[src/rtl/seq_divider_if.sv]
// rtl/seq_divider_if.sv - start/busy/done handshake and operand/result bundle for seq_divider
interface seq_divider_if #(
   parameter int WIDTH = 32
);
   logic             start;
   logic [WIDTH-1:0] x;
   logic [WIDTH-1:0] y;
   logic             busy;
   logic             done;
   logic [WIDTH-1:0] q;
   logic [WIDTH-1:0] r;
   logic             div_by_zero;

   // control unit side: issues requests, consumes results
   modport master (
      output start, x, y,
      input  busy, done, q, r, div_by_zero
   );

   // divider side
   modport slave (
      input  start, x, y,
      output busy, done, q, r, div_by_zero
   );
endinterface

[src/rtl/seq_divider.sv]
// rtl/seq_divider.sv - multi-cycle signed restoring divider (quotient to LO, remainder to HI)
module seq_divider #(
   parameter int WIDTH = 32
) (
   input  logic          clk,
   input  logic          rst_n,
   seq_divider_if.slave  bus
);
   localparam int CNT_W = $clog2(WIDTH);

   localparam logic [1:0] ST_IDLE = 2'd0;
   localparam logic [1:0] ST_CALC = 2'd1;
   localparam logic [1:0] ST_SIGN = 2'd2;

   logic [1:0]       state;
   logic [CNT_W-1:0] count;
   logic             x_neg;
   logic             y_neg;
   logic             zero_div;
   logic [WIDTH-1:0] mag_y;
   logic [WIDTH-1:0] dvd;      // shifts out dividend bits, shifts in quotient bits
   logic [WIDTH-1:0] rem;      // partial remainder, always < |y| during CALC
   logic             done_q;
   logic [WIDTH-1:0] q_q;
   logic [WIDTH-1:0] r_q;
   logic             dbz_q;

   // Unsigned magnitudes fit in WIDTH bits: |-2^(WIDTH-1)| is 2^(WIDTH-1) read as unsigned.
   logic [WIDTH-1:0] x_mag;
   logic [WIDTH-1:0] y_mag;
   assign x_mag = bus.x[WIDTH-1] ? -bus.x : bus.x;
   assign y_mag = bus.y[WIDTH-1] ? -bus.y : bus.y;

   // One restoring step: shift {rem, dvd} left, trial-subtract |y| one bit wider to see the borrow.
   logic [WIDTH:0] rem_sh;
   logic [WIDTH:0] trial;
   assign rem_sh = {rem, dvd[WIDTH-1]};
   assign trial  = rem_sh - {1'b0, mag_y};

   // Sign fix applied in SIGN: quotient negative on differing signs, remainder follows dividend.
   logic [WIDTH-1:0] q_fix;
   logic [WIDTH-1:0] r_fix;
   assign q_fix = (x_neg ^ y_neg) ? -dvd : dvd;
   assign r_fix = x_neg ? -rem : rem;

   // Control FSM, datapath iteration and result registers.
   always_ff @(posedge clk or negedge rst_n) begin
      if (!rst_n) begin
         state    <= ST_IDLE;
         count    <= '0;
         x_neg    <= 1'b0;
         y_neg    <= 1'b0;
         zero_div <= 1'b0;
         mag_y    <= '0;
         dvd      <= '0;
         rem      <= '0;
         done_q   <= 1'b0;
         q_q      <= '0;
         r_q      <= '0;
         dbz_q    <= 1'b0;
      end else begin
         done_q <= 1'b0;
         case (state)
            ST_IDLE: begin
               if (bus.start) begin
                  x_neg    <= bus.x[WIDTH-1];
                  y_neg    <= bus.y[WIDTH-1];
                  mag_y    <= y_mag;
                  count    <= '0;
                  zero_div <= (bus.y == '0);
                  if (bus.y == '0) begin
                     // park |x| in rem so the normal sign fix reproduces x as the remainder
                     rem   <= x_mag;
                     dvd   <= '0;
                     state <= ST_SIGN;
                  end else begin
                     rem   <= '0;
                     dvd   <= x_mag;
                     state <= ST_CALC;
                  end
               end
            end
            ST_CALC: begin
               if (trial[WIDTH]) begin
                  rem <= rem_sh[WIDTH-1:0];
               end else begin
                  rem <= trial[WIDTH-1:0];
               end
               dvd   <= {dvd[WIDTH-2:0], ~trial[WIDTH]};
               count <= count + CNT_W'(1);
               if (count == CNT_W'(WIDTH - 1)) begin
                  state <= ST_SIGN;
               end
            end
            ST_SIGN: begin
               q_q    <= zero_div ? '1 : q_fix;
               r_q    <= r_fix;
               dbz_q  <= zero_div;
               done_q <= 1'b1;
               state  <= ST_IDLE;
            end
            default: begin
               state <= ST_IDLE;
            end
         endcase
      end
   end

   assign bus.busy        = (state != ST_IDLE);
   assign bus.done        = done_q;
   assign bus.q           = q_q;
   assign bus.r           = r_q;
   assign bus.div_by_zero = dbz_q;
endmodule

[src/flat_wrapper.sv]
// flat-port wrapper written by rule: the top's interface ports become plain ports
module seq_divider_flat 
#(
   parameter int WIDTH = 32
)
  (clk, rst_n, bus_start, bus_x, bus_y, bus_busy, bus_done, bus_q, bus_r, bus_div_by_zero);
  seq_divider_if #(.WIDTH(WIDTH)) bus_i ();
  input  logic clk;
  input  logic rst_n;
  input wire logic [$bits(bus_i.start)-1:0] bus_start;
  input wire logic [$bits(bus_i.x)-1:0] bus_x;
  input wire logic [$bits(bus_i.y)-1:0] bus_y;
  output wire logic [$bits(bus_i.busy)-1:0] bus_busy;
  output wire logic [$bits(bus_i.done)-1:0] bus_done;
  output wire logic [$bits(bus_i.q)-1:0] bus_q;
  output wire logic [$bits(bus_i.r)-1:0] bus_r;
  output wire logic [$bits(bus_i.div_by_zero)-1:0] bus_div_by_zero;
  assign bus_i.start = bus_start;
  assign bus_i.x = bus_x;
  assign bus_i.y = bus_y;
  assign bus_busy = bus_i.busy;
  assign bus_done = bus_i.done;
  assign bus_q = bus_i.q;
  assign bus_r = bus_i.r;
  assign bus_div_by_zero = bus_i.div_by_zero;
  seq_divider #(.WIDTH(WIDTH)) u_core (.clk(clk), .rst_n(rst_n), .bus(bus_i));
endmodule
[config.mk]
export PLATFORM = sky130hd
export DESIGN_NAME = seq_divider_flat
export DESIGN_NICKNAME = d
export VERILOG_FILES = /design/src/rtl/seq_divider_if.sv /design/src/rtl/seq_divider.sv /design/src/flat_wrapper.sv
export SDC_FILE = /design/constraint.sdc
export NUM_CORES = 1
export LEC_CHECK = 0
export BUFFER_PORTS_ARGS = -buffer_cell sky130_fd_sc_hd__buf_2
export CORE_MARGIN = 3
export CORE_UTILIZATION = 60
export DETAILED_ROUTE_END_ITERATION = 8
export PLACE_DENSITY = 0.84
export SYNTH_ARGS = -nofsm -noshare
export SYNTH_HDL_FRONTEND = slang
export SYNTH_SLANG_ARGS = --single-unit
[constraint.sdc]
create_clock -name clk -period 6 [get_ports clk]
set_input_delay 0.9 -clock clk [delete_from_list [all_inputs] [get_ports clk]]
set_output_delay 0.9 -clock clk [all_outputs]
set_load 0.005 [all_outputs]
==> qor.yml <==
power:
  power.density_nw_per_um2: 635
  leakage_nw: 5.80
  ir_drop_mv: 0.386
min_path:
  holdPathStages: 2
  hp-class: "reg -> reg"
  min_to: "u_core.bus.q[0]$_DFFE_PN0P_"
  hp-start: "u_core.bus.q[0]$_DFFE_PN0P_"
critical_path:
  rrSetupSlack_ps: 2150
  cp.arrival_ps: 4120
  critPathLaunchType: "flop"
  endpoint_kind: "flop"
  worstReg2RegEnd: "u_core.rem[28]$_DFFE_PN0P_"
  crit_type: "reg -> reg"
  critPathRequiredTime_ps: 6270
  r2r_start: "u_core.rem[17]$_DFFE_PN0P_"
  cp_max_fo: 30
  reg2regPathDepth: 10
sta:
  clock_skew_ps: 11.0
  finalHoldViolations: 0
  tns_ps: 0
  worst_slew_pin_slew_ps: 1150
  holdWs_ps: 473
  setup_violations: 0
  finalCriticalPeriod_ps: 3850
  max_freq_mhz: 260
  post-route-period-util: 0.641
  rsz0062_at_grt: "false"
  maxSlewHeadroom: 0.234
  slew_violations: 0
yosys:
  syn_area_um2: 11600
  netlist-cell-type-count: 74
  synthFlopType: "dfrtp_1"
  synth-edff-count: 0
  ys_ff_latch: 172
  ys_warn_count: 0
  synth_nets: 1468
  syn_avg_cell_area_um2: 8.52
  synthArstFlopShare: 1.00
  synthCells: 1362
  seq_area_frac_synth: 0.371
global_route:
  grtUsageTotal: 0.302
  grt_overflow_total: 0
  grt_max_degree: 115
  first_global_vias: 10300
  grt_pass1_wl_mm: 52.3
  antenna_found_initial: 0
placement:
  portBuffers: 133
  place_area_um2: 12300
  globalplace.congestion: 0.946
  dp_hpwl_mm: 23.0
final_layout:
  area_growth_pct: 11.6
  mostFrequentLayoutCell: "o21ai_0"
  drive_above_1_share: 0.136
  final_util: 0.687
  nets: 1551
  diodes: 0
  stdcell_area_um2: 12900
  fillers: 1512
  layout_common_cells: "o21ai_0 (193), dfrtp_1 (172), nand2_1 (160), buf_2 (132), xor2_1 (103)"
  regArea_um2: 4300
  multi_input_area_um2: 6740
detailed_routing:
  drtIter0Drc: 1138
  wl_per_cell_um: 18.6
  first_pass_iters: 6
  drc: 0
  postRouteAntennaNets: 0
  vias: 10700
  wl_mm: 31.9
  drt-vias-per-instance: 6.22
cts:
  clk_pin_slew_ps: 70
  clk_latency_ps: 440
  cts_tree: "built"
  post_cts.repair.setup_buffers: 0
  hold_buffers: 0
  cts_resized: 0
  numCtsBuffers: 17
  cts-htree-levels: 4
  cts_num_sinks: 172
  clockBufferDepth: 2
  root_buffer: "clkbuf_16"
run_status:
  status: "finished, final reports clean"
floorplanning:
  num_io_pins: 134
  rows: 50
  die_w_um: 145
  core_area_um2: 18800
  die-area_um2: 21000
  die_h_um: 145
  initial_utilization: 0.616
flow_run:
  cap_violations: 0
==> flip-flops by register name, indices dropped and copies added, names as in the netlist <==
register and flops:
u_core.dvd 32, u_core.y_neg 1, u_core.state 2, u_core.bus.r 32, u_core.rem 32, u_core.zero_div 1, u_core.bus.q 32, u_core.x_neg 1
u_core.bus.div_by_zero 1, u_core.bus.done 1, u_core.mag_y 32, u_core.count 5
==> cells in the mapped netlist (18+ instances only) <==
cell	n	share of area
ha_1	38	0.041
inv_1	54	0.017
nor3_1	20	0.0086
nand3_1	18	0.0078
a22oi_1	32	0.021
nor2_1	90	0.029
nand2_1	160	0.052
o21ai_0	193	0.083
dfrtp_1	172	0.37
xor2_1	103	0.078
xnor2_1	44	0.033
a21oi_1	90	0.039
o31ai_1	33	0.021
mux2i_1	34	0.029
clkbuf_1	61	0.020
==> worst max-delay path by stage <==
stage | from | endpoint | slack, ps
floorplan | bus_y[23] | u_core.rem[26]$_DFFE_PN0P_ | 2630
global placement | bus_y[0] | u_core.rem[15]$_DFFE_PN0P_ | 2100
detailed placement | bus_y[8] | u_core.rem[19]$_DFFE_PN0P_ | 2050
CTS | u_core.dvd[31]$_DFFE_PN0P_ | u_core.rem[20]$_DFFE_PN0P_ | 2220
global route | u_core.dvd[31]$_DFFE_PN0P_ | u_core.rem[28]$_DFFE_PN0P_ | 1920
finish | u_core.rem[17]$_DFFE_PN0P_ | u_core.rem[28]$_DFFE_PN0P_ | 2150
==> metrics by stage <==
stage / power [mW] / cells / setup slack [ps]
CTS: 8.12 / 1718 / 2220
global placement: 6.70 / 1686 / 2100
finish: 8.22 / 1718 / 2150
floorplan: 5.71 / 1362 / 2630
detailed placement: 6.84 / 1686 / 2050
global route: 8.83 / 1718 / 1920
==> report_power, final <==
part | total [mW] | switching [mW] | internal [mW]
combinational | 4.73 | 2.70 | 2.02
clock | 1.24 | 0.486 | 0.756
sequential | 2.25 | 0.653 | 1.59
total | 8.22 | 3.84 | 4.37
==> cells by family after synthesis <==
group / Yosys count / share of synthesized area
xor gates and xnor gates: 147 / 0.111
buffers and inverters: 130 / 0.0484
muxes: 37 / 0.0325
DFF: 172 / 0.371
AOI/OAI and AO/OA: 450 / 0.235
and+or+nand+nor: 387 / 0.159
adders and majority gates: 39 / 0.0427
==> layout make-up <==
cell class,instances,share of cell area
sequential,172,0.332
tap,260,0.0251
clock inverter,12,0.0160
clock buffer,20,0.0345
inverter,55,0.0159
timing repair buffer,139,0.0554
multi-input combinational,1060,0.520
==> critical path, stage by stage, from the launching register on <==
cell and delay, ps:
dfrtp_1 500, ha_1 440, a21oi_1 340, nand2_1 100
a221o_1 390, or3_1 400, o21a_1 250, mux2i_2 340
o211a_4 580, mux2i_1 260, a2bb2oi_1 80
==> metal layers <==
layer | part of all wire | vias up | GRT usage
li1 | - | 5036 | -
met4 | 0.026 | 0 | 0.0998
met5 | 0 | - | 0
met2 | 0.47 | 474 | 0.486
met3 | 0.088 | 84 | 0.0618
met1 | 0.42 | 5088 | 0.411
Power figures use the tool's default switching activity.
